File: config.mk
export PLATFORM = sky130hd
export DESIGN_NAME = core_pipe_wbq
export DESIGN_NICKNAME = d
export VERILOG_FILES = /design/src/rtl/core_pipe_wbq_pkg.sv /design/src/rtl/core_lsu_ralign.sv /design/src/rtl/core_pipe_wbq.sv
export SDC_FILE = /design/constraint.sdc
export NUM_CORES = 1
export LEC_CHECK = 0
export ABC_AREA = 1
export CAP_MARGIN = 20
export CORE_MARGIN = 10
export CORE_UTILIZATION = 30
export DETAILED_ROUTE_END_ITERATION = 7
export GPL_ROUTABILITY_DRIVEN = 0
export SLEW_MARGIN = 30
export SYNTH_ARGS = -nofsm -noshare
export SYNTH_HDL_FRONTEND = slang
export SYNTH_HIERARCHICAL = 1
export SYNTH_SLANG_ARGS = --single-unit
File: constraint.sdc
create_clock -name g_clk -period 12.4 [get_ports g_clk]
set_clock_uncertainty 0.2 [all_clocks]
set_input_delay 2.48 -clock g_clk [delete_from_list [all_inputs] [get_ports g_clk]]
set_output_delay 2.48 -clock g_clk [all_outputs]
set_load 0.01 [all_outputs]
File: src/rtl/core_pipe_wbq_pkg.sv
// Shared encodings for the writeback queue:
// FSM states, memory access sizes and trap causes.
package core_pipe_wbq_pkg;

    typedef enum logic [1:0] {
        RUN   = 2'd0,
        TRAP  = 2'd1,
        FLUSH = 2'd2
    } wbq_state_e;

    typedef enum logic [1:0] {
        SZ_B = 2'd0,
        SZ_H = 2'd1,
        SZ_W = 2'd2,
        SZ_D = 2'd3
    } mem_size_e;

    localparam logic [5:0] CAUSE_LD_FAULT = 6'd5;
    localparam logic [5:0] CAUSE_ST_FAULT = 6'd7;

endpackage

File: src/rtl/core_lsu_ralign.sv
// Load data aligner: shift by byte offset,
// mask to access size, optional sign extension.
module core_lsu_ralign
    import core_pipe_wbq_pkg::*;
#(
    parameter  int XLEN = 64,
    localparam int OW   = $clog2(XLEN / 8)
) (
    input  logic [XLEN-1:0] rdata,
    input  logic [OW-1:0]   off,
    input  logic [1:0]      size,
    input  logic            sext,
    output logic [XLEN-1:0] data
);

    localparam logic [XLEN-1:0] ONES = '1;

    logic [XLEN-1:0] sh;
    logic [XLEN-1:0] msk;
    logic [XLEN-1:0] top;
    logic            neg;

    // Double at XLEN=32 falls to a full-width word mask.
    always_comb begin
        sh  = rdata >> {off, 3'b000};
        msk = ONES;
        unique case (size)
            SZ_B:    msk = ONES >> (XLEN - 8);
            SZ_H:    msk = ONES >> (XLEN - 16);
            SZ_W:    msk = ONES >> (XLEN - 32);
            default: msk = ONES;
        endcase
        top  = msk ^ (msk >> 1);
        neg  = sext && ((sh & top) != '0);
        data = (sh & msk) | (neg ? ~msk : '0);
    end

endmodule

File: src/rtl/core_pipe_wbq.sv
// In-order writeback queue with load/store trap handling.
// Optional CORE_WBQ_TRACE_EN adds retirement trace ports.
module core_pipe_wbq
    import core_pipe_wbq_pkg::*;
#(
    parameter int XLEN  = 64,
    parameter int DEPTH = 4
) (
    input  logic            g_clk,
    input  logic            g_resetn,
    input  logic            s3_valid,
    output logic            s3_ready,
    input  logic [XLEN-1:0] s3_pc,
    input  logic [31:0]     s3_instr,
    input  logic [XLEN-1:0] s3_wdata,
    input  logic [4:0]      s3_rd,
    input  logic            s3_wen,
    input  logic            s3_load,
    input  logic            s3_store,
    input  logic [1:0]      s3_size,
    input  logic            s3_sext,
    input  logic            dmem_rsp_valid,
    input  logic            dmem_rsp_err,
    input  logic [XLEN-1:0] dmem_rsp_rdata,
    output logic            rd_wen,
    output logic [4:0]      rd_addr,
    output logic [XLEN-1:0] rd_wdata,
    output logic            cf_valid,
    input  logic            cf_ack,
    output logic [XLEN-1:0] cf_target,
    input  logic [XLEN-1:0] mtvec_base,
    output logic [5:0]      trap_cause,
    output logic [XLEN-1:0] trap_mtval,
    output logic [XLEN-1:0] trap_pc,
`ifdef CORE_WBQ_TRACE_EN
    output logic            trs_valid,
    output logic [XLEN-1:0] trs_pc,
    output logic [31:0]     trs_instr,
`endif
    output logic            instr_ret
);

    localparam int PW = $clog2(DEPTH);
    localparam int CW = PW + 1;
    localparam int OW = $clog2(XLEN / 8);

    logic [XLEN-1:0] q_pc    [DEPTH];
    logic [XLEN-1:0] q_wdata [DEPTH];
    logic [4:0]      q_rd    [DEPTH];
    logic [1:0]      q_size  [DEPTH];
    logic            q_wen   [DEPTH];
    logic            q_load  [DEPTH];
    logic            q_store [DEPTH];
    logic            q_sext  [DEPTH];

    logic [PW-1:0] hd_ptr;
    logic [PW-1:0] tl_ptr;
    logic [CW-1:0] q_cnt;
    logic [CW-1:0] mem_cnt;
    logic [CW-1:0] drn_cnt;
    logic [CW-1:0] drn_nx;

    wbq_state_e state;
    wbq_state_e state_nx;

    logic            enq;
    logic            retire;
    logic            flush;
    logic            h_vld;
    logic            h_mem;
    logic            s3_mem;
    logic [XLEN-1:0] ld_data;

    assign h_vld    = q_cnt != '0;
    assign h_mem    = q_load[hd_ptr] | q_store[hd_ptr];
    assign s3_mem   = s3_load | s3_store;
    assign s3_ready = (q_cnt != CW'(DEPTH)) && (state == RUN);
    assign enq      = s3_valid & s3_ready;

    // Entry payload; the head never aliases the tail being written.
    always_ff @(posedge g_clk) begin
        if (enq) begin
            q_pc[tl_ptr]    <= s3_pc;
            q_wdata[tl_ptr] <= s3_wdata;
            q_rd[tl_ptr]    <= s3_rd;
            q_size[tl_ptr]  <= s3_size;
            q_wen[tl_ptr]   <= s3_wen;
            q_load[tl_ptr]  <= s3_load;
            q_store[tl_ptr] <= s3_store;
            q_sext[tl_ptr]  <= s3_sext;
        end
    end

    // Pointers and occupancy; a trap ack empties the queue.
    always_ff @(posedge g_clk or negedge g_resetn) begin
        if (!g_resetn) begin
            hd_ptr  <= '0;
            tl_ptr  <= '0;
            q_cnt   <= '0;
            mem_cnt <= '0;
        end else if (flush) begin
            hd_ptr  <= '0;
            tl_ptr  <= '0;
            q_cnt   <= '0;
            mem_cnt <= '0;
        end else begin
            if (enq)
                tl_ptr <= tl_ptr + PW'(1);
            if (retire)
                hd_ptr <= hd_ptr + PW'(1);
            q_cnt   <= q_cnt + CW'(enq) - CW'(retire);
            mem_cnt <= mem_cnt
                     + CW'(enq && s3_mem)
                     - CW'(retire && h_mem);
        end
    end

    // FSM state and drain counter registers.
    always_ff @(posedge g_clk or negedge g_resetn) begin
        if (!g_resetn) begin
            state   <= RUN;
            drn_cnt <= '0;
        end else begin
            state   <= state_nx;
            drn_cnt <= drn_nx;
        end
    end

    // Next state, retire and flush decisions.
    always_comb begin
        state_nx = state;
        drn_nx   = drn_cnt;
        retire   = 1'b0;
        flush    = 1'b0;
        cf_valid = 1'b0;
        unique case (state)
            RUN: begin
                if (h_vld) begin
                    if (!h_mem)
                        retire = 1'b1;
                    else if (dmem_rsp_valid && dmem_rsp_err)
                        state_nx = TRAP;
                    else if (dmem_rsp_valid)
                        retire = 1'b1;
                end
            end
            TRAP: begin
                cf_valid = 1'b1;
                if (cf_ack) begin
                    flush    = 1'b1;
                    drn_nx   = mem_cnt - CW'(1);
                    state_nx = (mem_cnt == CW'(1)) ? RUN : FLUSH;
                end
            end
            FLUSH: begin
                if (dmem_rsp_valid) begin
                    drn_nx = drn_cnt - CW'(1);
                    if (drn_cnt == CW'(1))
                        state_nx = RUN;
                end
            end
            default: state_nx = RUN;
        endcase
    end

    core_lsu_ralign #(
        .XLEN (XLEN)
    ) u_ralign (
        .rdata (dmem_rsp_rdata),
        .off   (q_wdata[hd_ptr][OW-1:0]),
        .size  (q_size[hd_ptr]),
        .sext  (q_sext[hd_ptr]),
        .data  (ld_data)
    );

    assign instr_ret = retire | flush;
    assign rd_wen    = retire & q_wen[hd_ptr]
                     & (q_rd[hd_ptr] != 5'd0);
    assign rd_addr   = q_rd[hd_ptr];
    assign rd_wdata  = q_load[hd_ptr] ? ld_data
                                      : q_wdata[hd_ptr];

    assign cf_target  = cf_valid ? mtvec_base : '0;
    assign trap_mtval = cf_valid ? q_wdata[hd_ptr] : '0;
    assign trap_pc    = cf_valid ? q_pc[hd_ptr] : '0;
    assign trap_cause = !cf_valid      ? 6'd0 :
                        q_load[hd_ptr] ? CAUSE_LD_FAULT
                                       : CAUSE_ST_FAULT;

`ifdef CORE_WBQ_TRACE_EN
    logic [31:0] q_instr [DEPTH];

    // Instruction words kept only for the trace port.
    always_ff @(posedge g_clk) begin
        if (enq)
            q_instr[tl_ptr] <= s3_instr;
    end

    assign trs_valid = instr_ret;
    assign trs_pc    = q_pc[hd_ptr];
    assign trs_instr = q_instr[hd_ptr];
`else
    logic unused_instr;
    assign unused_instr = ^s3_instr;
`endif

endmodule
==> impl_metrics.csv, run 1 <==
group,metric,value,unit
outcome,status,"finished clean",
worst_hold_path,holdPathEnd,"drn_cnt[2]",
route,via_per_inst,4.86,
clock_tree,cts_buffer_depth,3,
route,routedWlPerCell,21.1,um
yosys,yosys.area.top_type_share,64.5,%
die,placementRows,107,
timing,rsz0062_at_grt,"false",
die,initial_utilization,30.3,%
place,placedInstanceArea,32100,um2
clock_tree,cts_tree,"built",
clock_tree,post_cts_resized,0,
yosys,ys_ff_latch,571,
clock_tree,clkSinkCount,571,
route,wl_met2,40.9,mm
setup_path,rrSetupSlack,7480,ps
route,wl_met3,7.27,mm
timing,period_share,73.2,%
setup_path,cp.required,9720,ps
global_route,antenna_found_initial,15,
die,design.core.area,85400,um2
route,wl_met1,35.7,mm
timing,max_clock_freq,0.110,GHz
setup_path,crit_buf_inv,5,
layout,area_growth,32.2,%
setup_path,critical_path_class,"reg2out",
clock_tree,ctsRootBufferMaster,"clkbuf_16",
clock_tree,post_cts_buffers,0,
power,ir_drop,0.146,mV
power,p_leak,12.3,nW
timing,report.final.setup_viol,0,
clock_tree,clk_pin_slew,60,ps
timing,layout_setup_ws,3320,ps
setup_path,critical_path.most_common_cell,"nand2_1",
global_route,grt_pass1_vias,19200,
setup_path,cpPeakStageDelay,880,ps
yosys,avgSynthCellArea,10.6,um2
setup_path,cp_top_family,"buffers and inverters",
yosys,yosys.area.top_type,"edfxtp_1",
yosys,netlist_instances,2451,
die,die_area,98400,um2
setup_path,reg2reg_from,"hd_ptr[1]",
clock_tree,htree_levels,3,
global_route,grt_pass1_wl,126,mm
yosys,synth_area_leaders,"edfxtp_1, nor2_1, o21ai_0, nand2_1, o22a_1",
yosys,netlist_area,25900,um2
place,port_buffers,540,
route,first_pass_iters,6,
timing,fin_setup_tns,0,ps
global_route,grt_overflow,0,
place,place_ws,4210,ps
yosys,yosysSeqAreaShare,66.0,%
route,ant_nets,0,
yosys,synth_enable_flop_cells,556,
setup_path,cp_cell_sequence,"buf_4 > o21ai_0 > o22ai_4 > buf_4 > clkinv_2 > nand3_1 > nand2_1 > nand2_1 > nand3_1 > nand2_1 > inv_2 > nand2_4 > nand3_4 > nand2_1 > nand2_1 > o21ai_1 > clkdlybuf4s50_1",
layout,fin_area,34200,um2
die,die_height,314,um
power,p_per_area,252,nW/um2
global_route,grt_max_degree,198,
worst_hold_path,worstHoldPathType,"reg2reg",
route,drtIter0Drc,1594,
clock_tree,worstSkewPairLatency,600,ps
timing,slew_headroom,39.2,%
timing,drv_slew,0,
timing,timing.final.crit_period,9080,ps
route,drcViolationCount,0,
yosys,synthArstFlopShare,2.63,%
route,wl,87.0,mm
place,dp_hpwl,58.5,mm
layout,layout_commonest_cell,"edfxtp_1",
layout,nNetsFinal,3239,
timing,finalHoldViolCount,0,
setup_path,worstPathArrival,6400,ps
setup_path,end_kind,"output pin",
yosys,synth-main-ff-cell,"edfxtp_1",
clock_tree,postCtsHoldBufs,0,
yosys,yosysUniqueCellTypes,43,
timing,worst_pin_slew,912,ps
layout,multi_input_area,7440,um2
setup_path,worstPathMaxFanout,63,
layout,layout_common_cells,"edfxtp_1, nor2_1, clkdlybuf4s50_1",
setup_path,crit_path_start_kind,"flop",
global_route,grt_use_total,16.8,%
setup_path,worst_path_max_delay_cell,"clkinv_2",
layout,drive_above_1_share,5.22,%
run,drv_cap,0,
die,io_pins,576,
setup_path,worstReg2RegEnd,"mem_cnt[1]",
clock_tree,cts_buffers,66,
yosys,yosysWarnings,6,
worst_hold_path,hold_start,"drn_cnt[2]",
layout,seq_area,17100,um2
route,vias,20000,
worst_hold_path,hold_depth,2,
die,die_w,314,um
setup_path,ff2ff_path_depth,16,
route,top_layer,"met5",
layout,fill_cells,8299,
-- cell type report --
type / count / share of cell area (%)
diodes: 1 / 0.00731
clock buffers: 88 / 5.25
clock inverters: 31 / 0.812
inverters: 127 / 1.45
multi-input cells: 1584 / 21.7
flip-flops and latches: 571 / 49.9
well taps: 1144 / 4.18
repair buffers: 571 / 16.7
-- worst register-to-register path: cells and delay by family, from the launching register on --
kind / cells / cell delay [ps]
adder cells (fa/ha/maj): 3 / 780
buffers and inverters: 7 / 2230
flip-flops: 1 / 730
AND/OR/NAND/NOR: 6 / 920
-- kinds of logic after synthesis --
logic type      Yosys count  synth area share [%]
other cells               1                0.0145
xor+xnor                  5                 0.169
fa+ha+maj                13                 0.687
mux                       7                 0.271
buf+inv                 298                  5.54
flops                   571                  66.0
compound gates          579                  12.5
simple gates            977                  14.8
-- worst max-delay path by stage --
stage	from	depth (start not counted)	to	slack, ps
floorplan	s3_valid	2	q_load[0]	3150
global placement	hd_ptr[1]	17	rd_wdata[40]	4170
detailed placement	hd_ptr[1]	17	rd_wdata[40]	4210
CTS	hd_ptr[1]	17	rd_wdata[40]	3520
global route	hd_ptr[1]	17	rd_wdata[40]	2830
finish	hd_ptr[1]	17	rd_wdata[40]	3320
-- sequential cells by signal, summed over array words and instances, names as in the netlist --
signal   cells
drn_cnt      3
hd_ptr       2
mem_cnt      3
q_cnt        3
q_load       4
q_pc       256
q_rd        20
q_sext       4
q_size       8
q_store      4
q_wdata    256
q_wen        4
state        2
tl_ptr       2
-- metrics by stage --
stage	hold WS, ps	utilization [%]	instances	total power, W
floorplan	249	-	2453	0.00498
global placement	275	37.5	3995	0.00679
detailed placement	281	37.6	3995	0.00681
CTS	302	40.0	4114	0.00871
global route	349	40.1	4116	0.00917
finish	302	40.1	4117	0.00862
-- synth_stat cells (2+ instances only) --
library cell	number
dfrtp_1	15
buf_6	16
inv_1	119
nand3_1	68
inv_2	4
xor2_1	3
o21ai_1	74
o22ai_2	3
o22ai_1	4
and2_1	3
edfxtp_1	556
nand3_4	2
clkbuf_1	59
o31ai_1	2
buf_8	2
a21oi_1	86
o211ai_1	18
fa_1	2
xnor2_1	2
o221ai_1	4
buf_2	55
nand2_2	5
clkinv_1	2
ha_1	11
nand2_1	331
nand4_1	9
a31oi_1	4
o21ai_0	320
mux2i_1	7
or2_2	2
buf_1	13
a21oi_2	2
o22a_1	61
nor2_1	554
buf_4	25
-- power breakdown --
| group | switching, W | total, W | internal, W |
|---|---|---|---|
| Combinational | 0.00263 | 0.00422 | 0.00159 |
| Clock | 0.000762 | 0.00185 | 0.00109 |
| Sequential | 0.000103 | 0.00255 | 0.00244 |
-- routing by layer --
metal | track usage, % | vias to the layer above
met3 | 4.75 | 160
met1 | 20.8 | 9618
met2 | 27.6 | 762
met4 | 6.25 | 24
met5 | 0 | -
li1 | - | 9433
(Power assumes the default switching activity.)
==> run 2: changes to the inputs <==
clock period = 7.95 ns   (was 12.4 ns; I/O delays follow)
==> impl_metrics.csv, run 2 (synthesis results as in run 1) <==
group,metric,value,unit
outcome,status,"finished clean",
layout,final_cells,4114,
clock_tree,cts_buffers,60,
timing,holdWs,280,ps
setup_path,cp_cell_sequence,"inv_8 > o21ai_1 > o22ai_4 > inv_2 > nand3_1 > nand2_1 > nand2_1 > nand3_1 > nand2_1 > inv_2 > nand2_4 > nand3_4 > nand2_1 > nand2_1 > o21ai_1 > clkdlybuf4s50_1",
timing,rsz0062_at_grt,"false",
die,io_pins,576,
setup_path,cp_top_family,"buffers and inverters",
run,drv_cap,0,
clock_tree,htree_levels,2,
power,p_per_area,390,nW/um2
layout,layout_commonest_cell,"edfxtp_1",
clock_tree,post_cts_buffers,0,
setup_path,cp.required,6160,ps
die,placementRows,107,
clock_tree,worstSkewPairLatency,610,ps
die,die_w,314,um
clock_tree,post_cts_resized,0,
setup_path,end_kind,"output pin",
global_route,grt_pass1_vias,18900,
die,die_area,98400,um2
layout,area_growth,32.1,%
setup_path,startpoint,"hd_ptr[0]",
setup_path,crit_buf_inv,4,
timing,report.final.setup_viol,0,
route,first_pass_iters,6,
timing,period_share,88.5,%
setup_path,path_depth,16,
worst_hold_path,worstHoldPathType,"reg2reg",
global_route,antenna_found_initial,15,
power,p_leak,12.2,nW
global_route,grt_use_total,16.6,%
route,drtIter0Drc,1570,
layout,drive_above_1_share,5.09,%
route,wl,86.4,mm
setup_path,cpPeakStageDelay,730,ps
die,design.core.area,85400,um2
timing,drv_slew,0,
route,routedWlPerCell,21.0,um
place,dp_hpwl,58.0,mm
timing,max_clock_freq,0.142,GHz
setup_path,critical_path_class,"reg2out",
setup_path,crit_path_start_kind,"flop",
layout,layout_common_cells,"edfxtp_1, nor2_1, clkdlybuf4s50_1",
clock_tree,clk_pin_slew,60,ps
route,via_per_inst,4.81,
setup_path,critPathCapture,"rd_wdata[40]",
global_route,grt_overflow,0,
global_route,grt_max_degree,140,
setup_path,worstPathMaxFanout,83,
setup_path,reg2reg_from,"hd_ptr[0]",
timing,worst_pin_slew,1070,ps
setup_path,worst_path_max_delay_cell,"dfrtp_4",
clock_tree,cts_buffer_depth,3,
setup_path,critical_path.most_common_cell,"nand2_1",
route,drcViolationCount,0,
route,vias,19800,
setup_path,worstReg2RegEnd,"mem_cnt[1]",
setup_path,worstPathArrival,5250,ps
clock_tree,ctsRootBufferMaster,"clkbuf_16",
layout,top_regs,"q_pc (256), q_wdata (256), q_rd (20)",
die,initial_utilization,30.3,%
timing,fin_setup_tns,0,ps
setup_path,rrSetupSlack,3480,ps
route,ant_nets,0,
global_route,grt_pass1_wl,125,mm
power,ir_drop,0.259,mV
clock_tree,clkSinkCount,571,
place,port_buffers,540,
clock_tree,postCtsHoldBufs,0,
timing,timing.final.crit_period,7040,ps
timing,finalHoldViolCount,0,
setup_path,ff2ff_path_depth,16,
layout,nNetsFinal,3233,
clock_tree,cts_tree,"built",
timing,slew_headroom,28.6,%
die,die_height,314,um
place,dp_cells,3996,
==> run 2: changes by cell type in the layout (fill, tap and decap cells not counted), moves of 4 or more <==
cell,delta
clkbuf_8,+4
diode_2,+4
clkbuf_1,-8
buf_12,+4
clkinv_1,+5
bufinv_16,+4
clkbuf_16,-9
buf_4,-4
==> run 2: worst min path at each step <==
stage | startpoint | end | slack, ps | cells past startpoint
finish | drn_cnt[2] | drn_cnt[2] | 280 | 2
global route | drn_cnt[2] | drn_cnt[2] | 330 | 2
CTS | drn_cnt[2] | drn_cnt[2] | 290 | 2
detailed placement | drn_cnt[2] | drn_cnt[2] | 270 | 2
global placement | drn_cnt[2] | drn_cnt[2] | 270 | 2
floorplan | drn_cnt[2] | drn_cnt[2] | 250 | 2
==> run 2: routing by layer <==
| layer | vias to the layer above | wire [um] | GRT usage, % |
|---|---|---|---|
| met5 | - | 139 | 0 |
| met4 | 20 | 3210 | 5.72 |
| met3 | 168 | 7260 | 4.79 |
| met2 | 760 | 39700 | 26.9 |
| met1 | 9422 | 36100 | 21.0 |
| li1 | 9426 | - | - |
==> run 2: power breakdown <==
group          switching (W)  total (W)  internal (W)
Clock                0.00113    0.00278       0.00164
Sequential          0.000141    0.00395       0.00381
Combinational        0.00412    0.00662       0.00250
==> run 2: area by class of cell <==
cell class	count	area, um2
Fill cell	8320	51200
Sequential cell	571	17100
Multi-Input combinational cell	1584	7430
Timing Repair Buffer	571	5770
Clock buffer	75	1600
Tap cell	1144	1430
Inverter	127	494
Clock inverter	37	374
Antenna cell	5	12.5
==> run 2: worst register-to-register path: stages (launching register included) <==
cell and delay, ps:
dfrtp_4 730, inv_8 500, buf_6 630, nand2_1 240, nand3_1 110, nand2_2 240
nand2_1 210, nand2_2 110, nand3_1 90, inv_1 50, ha_1 260, inv_1 40
ha_1 160, inv_1 70, fa_1 420, or2_2 300, inv_1 50
==> run 2: per-stage QoR <==
stage	total power, W	utilization (%)	cell area, um2	worst slack [ps]
floorplan	0.00777	-	25900	-411
global placement	0.0106	37.6	32100	1620
detailed placement	0.0106	37.7	32200	1590
CTS	0.0135	40.0	34100	886
global route	0.0142	40.0	34200	515
finish	0.0133	40.0	34200	914
==> RTL change 1 (config.mk and constraints of run 2) <==
`XLEN` is set to 64 in 2 places; all go to 32.
--- a/src/rtl/core_lsu_ralign.sv
+++ b/src/rtl/core_lsu_ralign.sv
@@ -3,7 +3,7 @@
 module core_lsu_ralign
     import core_pipe_wbq_pkg::*;
 #(
-    parameter  int XLEN = 64,
+    parameter  int XLEN = 32,
     localparam int OW   = $clog2(XLEN / 8)
 ) (
     input  logic [XLEN-1:0] rdata,
--- a/src/rtl/core_pipe_wbq.sv
+++ b/src/rtl/core_pipe_wbq.sv
@@ -3,7 +3,7 @@
 module core_pipe_wbq
     import core_pipe_wbq_pkg::*;
 #(
-    parameter int XLEN  = 64,
+    parameter int XLEN  = 32,
     parameter int DEPTH = 4
 ) (
     input  logic            g_clk,
Ports: changed (8 resized); port bits go from 576 to 320. No check against the original RTL was run, so the function may have changed too.
==> RTL change 1 against run 2 <==
  * Synthesized area shrank 46%
  * Via count shrank 48%
  * Sequential cell count shrank 256
  * Total power shrank 47%
  * Largest cell class unchanged
  * Clock power shrank 41%
  * Routed wire length shrank 52%
  * Design area shrank 46%
  * Worst setup slack gained 0.55 ns
==> RTL change 1: results (changes against run 2) <==
* IO Port Bufs at 284 (was 540)
* Status: complete, no violations (unchanged)
* Critical path peak fanout at 41 (was 83)
* Sequential cell area share at 50.4% (was 50.0%)
* Number of non-clock buffers at 302 (was 571)
* Clk pwr share at 23.3% (was 20.8%)
* Final wirelength at 41.4 mm (was 86.4 mm)
* Layout cells sized above 1 at 5.71% (was 5.09%)
* Pin count of the biggest net entering global routing at 103 (was 140)
* Clock buffers and inverters, area share at 6.25% (was 5.77%)
* Reg power frac at 31.8% (was 29.6%)
* Registers with the most flip-flops: q_pc (128), q_wdata (128), q_rd (20) (was q_pc (256), q_wdata (256), q_rd (20))
* Placed cell count at 2135 (was 3996)
* Synth unique cells at 36 (was 43)
* Flop2flop setup slack at 4.00 ns (was 3.48 ns)
* Metal2 WL at 19.8 mm (was 39.7 mm)
* CP arrival at 4.69 ns (was 5.25 ns)
* Vias in the first global route at 10.3k (was 18.9k)
* CLK BUF at 42 (was 75)
* First-pass GRT wire length at 62.7 mm (was 125 mm)
* Total track usage at 14.4% (was 16.6%)
* Met3 WL at 2.98 mm (was 7.26 mm)
* Ant diodes at 1 (was 5)
* Sw Share at 38.0% (was 40.4%)
* Crit-path max cell delay at 0.79 ns (was 0.73 ns)
* Least-Margin Pin Slew at 0.860 ns (was 1.07 ns)
* Post-synth EDFFs at 300 (was 556)
* Post-DP HPWL at 27.2 mm (was 58.0 mm)
* Clk_lat worst skew at 0.54 ns (was 0.61 ns)
* Syn_area_per_cell at 10.8 sq um (was 10.6 sq um)
* Fill count at 4491 (was 8320)
* Initial antenna violation count at 2 (was 15)
* Worst VDD drop at 0.232 mV (was 0.259 mV)
* Total CTS buffers at 37 (was 60)
* Non-Clock Buffer Area Fraction at 16.4% (was 16.9%)
* Top post-synthesis cells by count: 300 x edfxtp_1, 299 x nor2_1, 170 x o21ai_0 (was 556 x edfxtp_1, 554 x nor2_1, 331 x nand2_1)
* DRT Pass-1 Iters at 5 (was 6)
* Seq cells post-synth at 315 (was 571)
* Met1 wire length at 17.5 mm (was 36.1 mm)
* Pleak at 0.00683 uW (was 0.0122 uW)
* Critical Path End: rd_wdata[11] (was rd_wdata[40])
[RTL change 1: worst register-to-register path, stage by stage (launching register included)]
cell	delay [ns]
dfrtp_4	0.79
clkinv_2	0.39
buf_4	0.39
nand3_1	0.16
nand2_1	0.23
nand2_1	0.21
nand2_2	0.11
nand3_1	0.08
inv_1	0.04
ha_1	0.26
inv_1	0.04
ha_1	0.16
inv_1	0.07
fa_1	0.41
or2_2	0.30
inv_1	0.05
[RTL change 1: per-layer routing]
| metal | track usage [%] | vias to the layer above |
|---|---|---|
| met5 | 0 | - |
| met4 | 5.06 | 4 |
| met3 | 4.03 | 67 |
| met2 | 24.1 | 306 |
| met1 | 17.4 | 4923 |
| li1 | - | 4985 |
[RTL change 1: cells by family (layout without fill, tap and decap cells)]
logic type      Yosys count  count (layout)  synth area share, %
simple gates            502             502                 14.0
buf+inv                 180             467                 5.80
other cells               1               4               0.0268
flops                   315             315                 66.9
fa+ha+maj                13              13                 1.27
xor+xnor                  7               7                0.437
compound gates          286             286                 11.5
[RTL change 1: worst min-delay path by stage]
stage	startpoint	endpoint	slack (ns)
after CTS	drn_cnt[1]	drn_cnt[1]	0.39
final	drn_cnt[1]	drn_cnt[1]	0.38
after detailed placement	drn_cnt[1]	drn_cnt[1]	0.38
after global placement	drn_cnt[1]	drn_cnt[1]	0.36
after global routing	drn_cnt[1]	drn_cnt[1]	0.41
after floorplan	drn_cnt[1]	drn_cnt[1]	0.32
[RTL change 1: through the flow]
stage	hold WS (ns)	setup slack (ns)	instance area, sq um
4_1_cts	0.388	1.31	18600
3_3_place_gp	0.358	1.98	17400
6_report	0.382	1.47	18600
5_1_grt	0.411	1.10	18600
2_1_floorplan	0.322	2.36	14000
3_5_place_dp	0.377	1.90	17500
==> RTL change 2 (config.mk and constraints of run 2) <==
Without the edit above. The 3 states of `wbq_state_e` get a one-hot encoding in 3 bits.
--- a/src/rtl/core_pipe_wbq_pkg.sv
+++ b/src/rtl/core_pipe_wbq_pkg.sv
@@ -2,10 +2,10 @@
 // FSM states, memory access sizes and trap causes.
 package core_pipe_wbq_pkg;
 
-    typedef enum logic [1:0] {
-        RUN   = 2'd0,
-        TRAP  = 2'd1,
-        FLUSH = 2'd2
+    typedef enum logic [2:0] {
+        RUN   = 3'b001,
+        TRAP  = 3'b010,
+        FLUSH = 3'b100
     } wbq_state_e;
 
     typedef enum logic [1:0] {
Check against the original RTL: no difference found for any inputs over 4 cycles, from zero or initial values and one cycle with g_resetn low; so few cycles prove little.
==> RTL change 2 against run 2 <==
  * Routed wire length up 7.1%
  * Sequential cell count up 1
  * Synthesized area up 0.30%
  * Combinational power down 9.2%
  * Total power down 4.1%
  * Design area up 0.59%
  * Non-clock buffer count up 5
  * Global-route usage up 1.3 points
  * Sequential power down 2%
  * Hold slack better by 0.0048 ns
  * Worst setup slack worse by 0.060 ns
  * Register-to-register slack better by 0.09 ns
  * First-iteration DRC count down 14%
  * Critical path type unchanged
  * Largest cell class unchanged
==> RTL change 2: results (changes against run 2) <==
* Total CTS buffers at 66 (was 60)
* Least-Margin Pin Slew at 0.970 ns (was 1.07 ns)
* Logic gate share of total power at 47.0% (was 49.6%)
* DR iter-0 viols at 1358 (was 1570)
* Vias in the first global route at 19.4k (was 18.9k)
* Via count at 20.0k (was 19.8k)
* Post-CTS Setup Inserts at 0 (unchanged)
* First-pass GRT wire length at 132 mm (was 125 mm)
* Ys async rst share at 2.80% (was 2.63%)
* Synth unique cells at 46 (was 43)
* Hold WC Path Type: register to register (unchanged)
* Setup Slack @ Placement at 1.53 ns (was 1.59 ns)
* Pwr/cell area at 372 nW/um^2 (was 390 nW/um^2)
* CTS root buf: clkbuf_16 (unchanged)
* Pin count of the biggest net entering global routing at 113 (was 140)
* Post-DP HPWL at 64.2 mm (was 58.0 mm)
* Layout cells sized above 1 at 5.42% (was 5.09%)
* H-Tree Depth at 3 (was 2)
* Pleak at 0.0123 uW (was 0.0122 uW)
* Area contributors post-synth: edfxtp_1 64%, nor2_1 8.0%, o21ai_0 6.2% (was edfxtp_1 65%, nor2_1 8.0%, o21ai_0 6.2%)
* Sw Share at 40.5% (was 40.4%)
* Syn. warnings at 6 (unchanged)
* Initial antenna violation count at 28 (was 15)
* Met3 WL at 8.03 mm (was 7.26 mm)
* Crit-path max cell delay at about 0.72 ns
* CTS Buffer Depth at 3 (unchanged)
* Clk_lat worst skew at 0.61 ns (about the same)
* Worst VDD drop at 0.192 mV (was 0.259 mV)
* Metal2 WL at 46.8 mm (was 39.7 mm)
* Reg power frac at 30.2% (was 29.6%)
* Critical path peak fanout at 53 (was 83)
* Clk pin slew, worst setup/hold paths at around 0.050 ns
* DRT Pass-1 Iters at 7 (was 6)
* Delay-heaviest family, CP: buffers and inverters (unchanged)
* Top FF cell, synth: edfxtp_1 (unchanged)
* Slowest CP cell: dfrtp_4 (unchanged)
* Post_cts resized at 0 (unchanged)
* Met1 wire length at 35.4 mm (was 36.1 mm)
* CP arrival at 5.31 ns (was 5.25 ns)
* Sequential area share after synthesis at 65.9% (was 66.0%)
* Fill count at 8257 (was 8320)
* Registers with the most flip-flops: q_pc (256), q_wdata (256), q_rd (20) (unchanged)
* Final wirelength at 92.6 mm (was 86.4 mm)
* Top layer in use: met5 (unchanged)
* Status: complete, no violations (unchanged)
* Post-synth EDFFs at 556 (unchanged)
* Top post-synthesis cells by count: 556 x edfxtp_1, 551 x nor2_1, 334 x nand2_1 (was 556 x edfxtp_1, 554 x nor2_1, 331 x nand2_1)
* Total track usage at 17.9% (was 16.6%)
* IO Port Bufs at 540 (unchanged)
* # nets final at 3257 (was 3233)
[RTL change 2: final cells by class]
cell class	instances	area (sq um)	share of cell area, %
diodes	3	7.51	0.0218
clock inverters	36	373	1.08
multi-input cells	1591	7490	21.8
repair buffers	576	5750	16.7
well taps	1144	1430	4.16
flip-flops and latches	572	17100	49.7
clock buffers	82	1720	5.01
inverters	132	508	1.48
[RTL change 2: kinds of logic after synthesis]
kind of cell	Yosys count	share of synthesized area, %
flip-flops	572	65.9
multiplexers	7	0.270
other	1	0.0144
buffers and inverters	303	5.54
AO/OA/AOI/OAI	575	12.4
AND/OR/NAND/NOR	986	15.0
adder cells (fa/ha/maj)	13	0.685
XOR/XNOR	7	0.236
[RTL change 2: through the flow]
step	utilization, %	TNS [ns]	instance area (sq um)	hold slack (ns)	cells
3_5_place_dp	37.7	0	32300	0.284	4015
3_3_place_gp	37.7	0	32300	0.265	4014
5_1_grt	40.2	0	34400	0.307	4135
4_1_cts	40.2	0	34400	0.292	4133
6_report	40.2	0	34400	0.285	4136
2_1_floorplan	-	-265.41	26000	0.249	2466
[RTL change 2: per-layer routing]
| metal | track usage [%] | up-vias |
|---|---|---|
| met4 | 4.77 | 34 |
| li1 | - | 9490 |
| met1 | 20.5 | 9583 |
| met2 | 31.9 | 709 |
| met3 | 5.66 | 147 |
| met5 | 0 | - |
[RTL change 2: worst paths after layout]
| kind | start | end | slack [ns] | depth (start not counted) |
|---|---|---|---|---|
| max reg2reg | hd_ptr[1] | mem_cnt[1] | 3.57 | 15 |
| min reg2reg | state[0] | state[0] | 0.29 | 2 |
| max in group asynchronous | g_resetn | hd_ptr[1] | 5.74 | 1 |
| min in group asynchronous | g_resetn | q_cnt[2] | 1.24 | 1 |
| max | hd_ptr[1] | rd_wdata[41] | 0.85 | 13 |
| min | state[0] | state[0] | 0.29 | 2 |
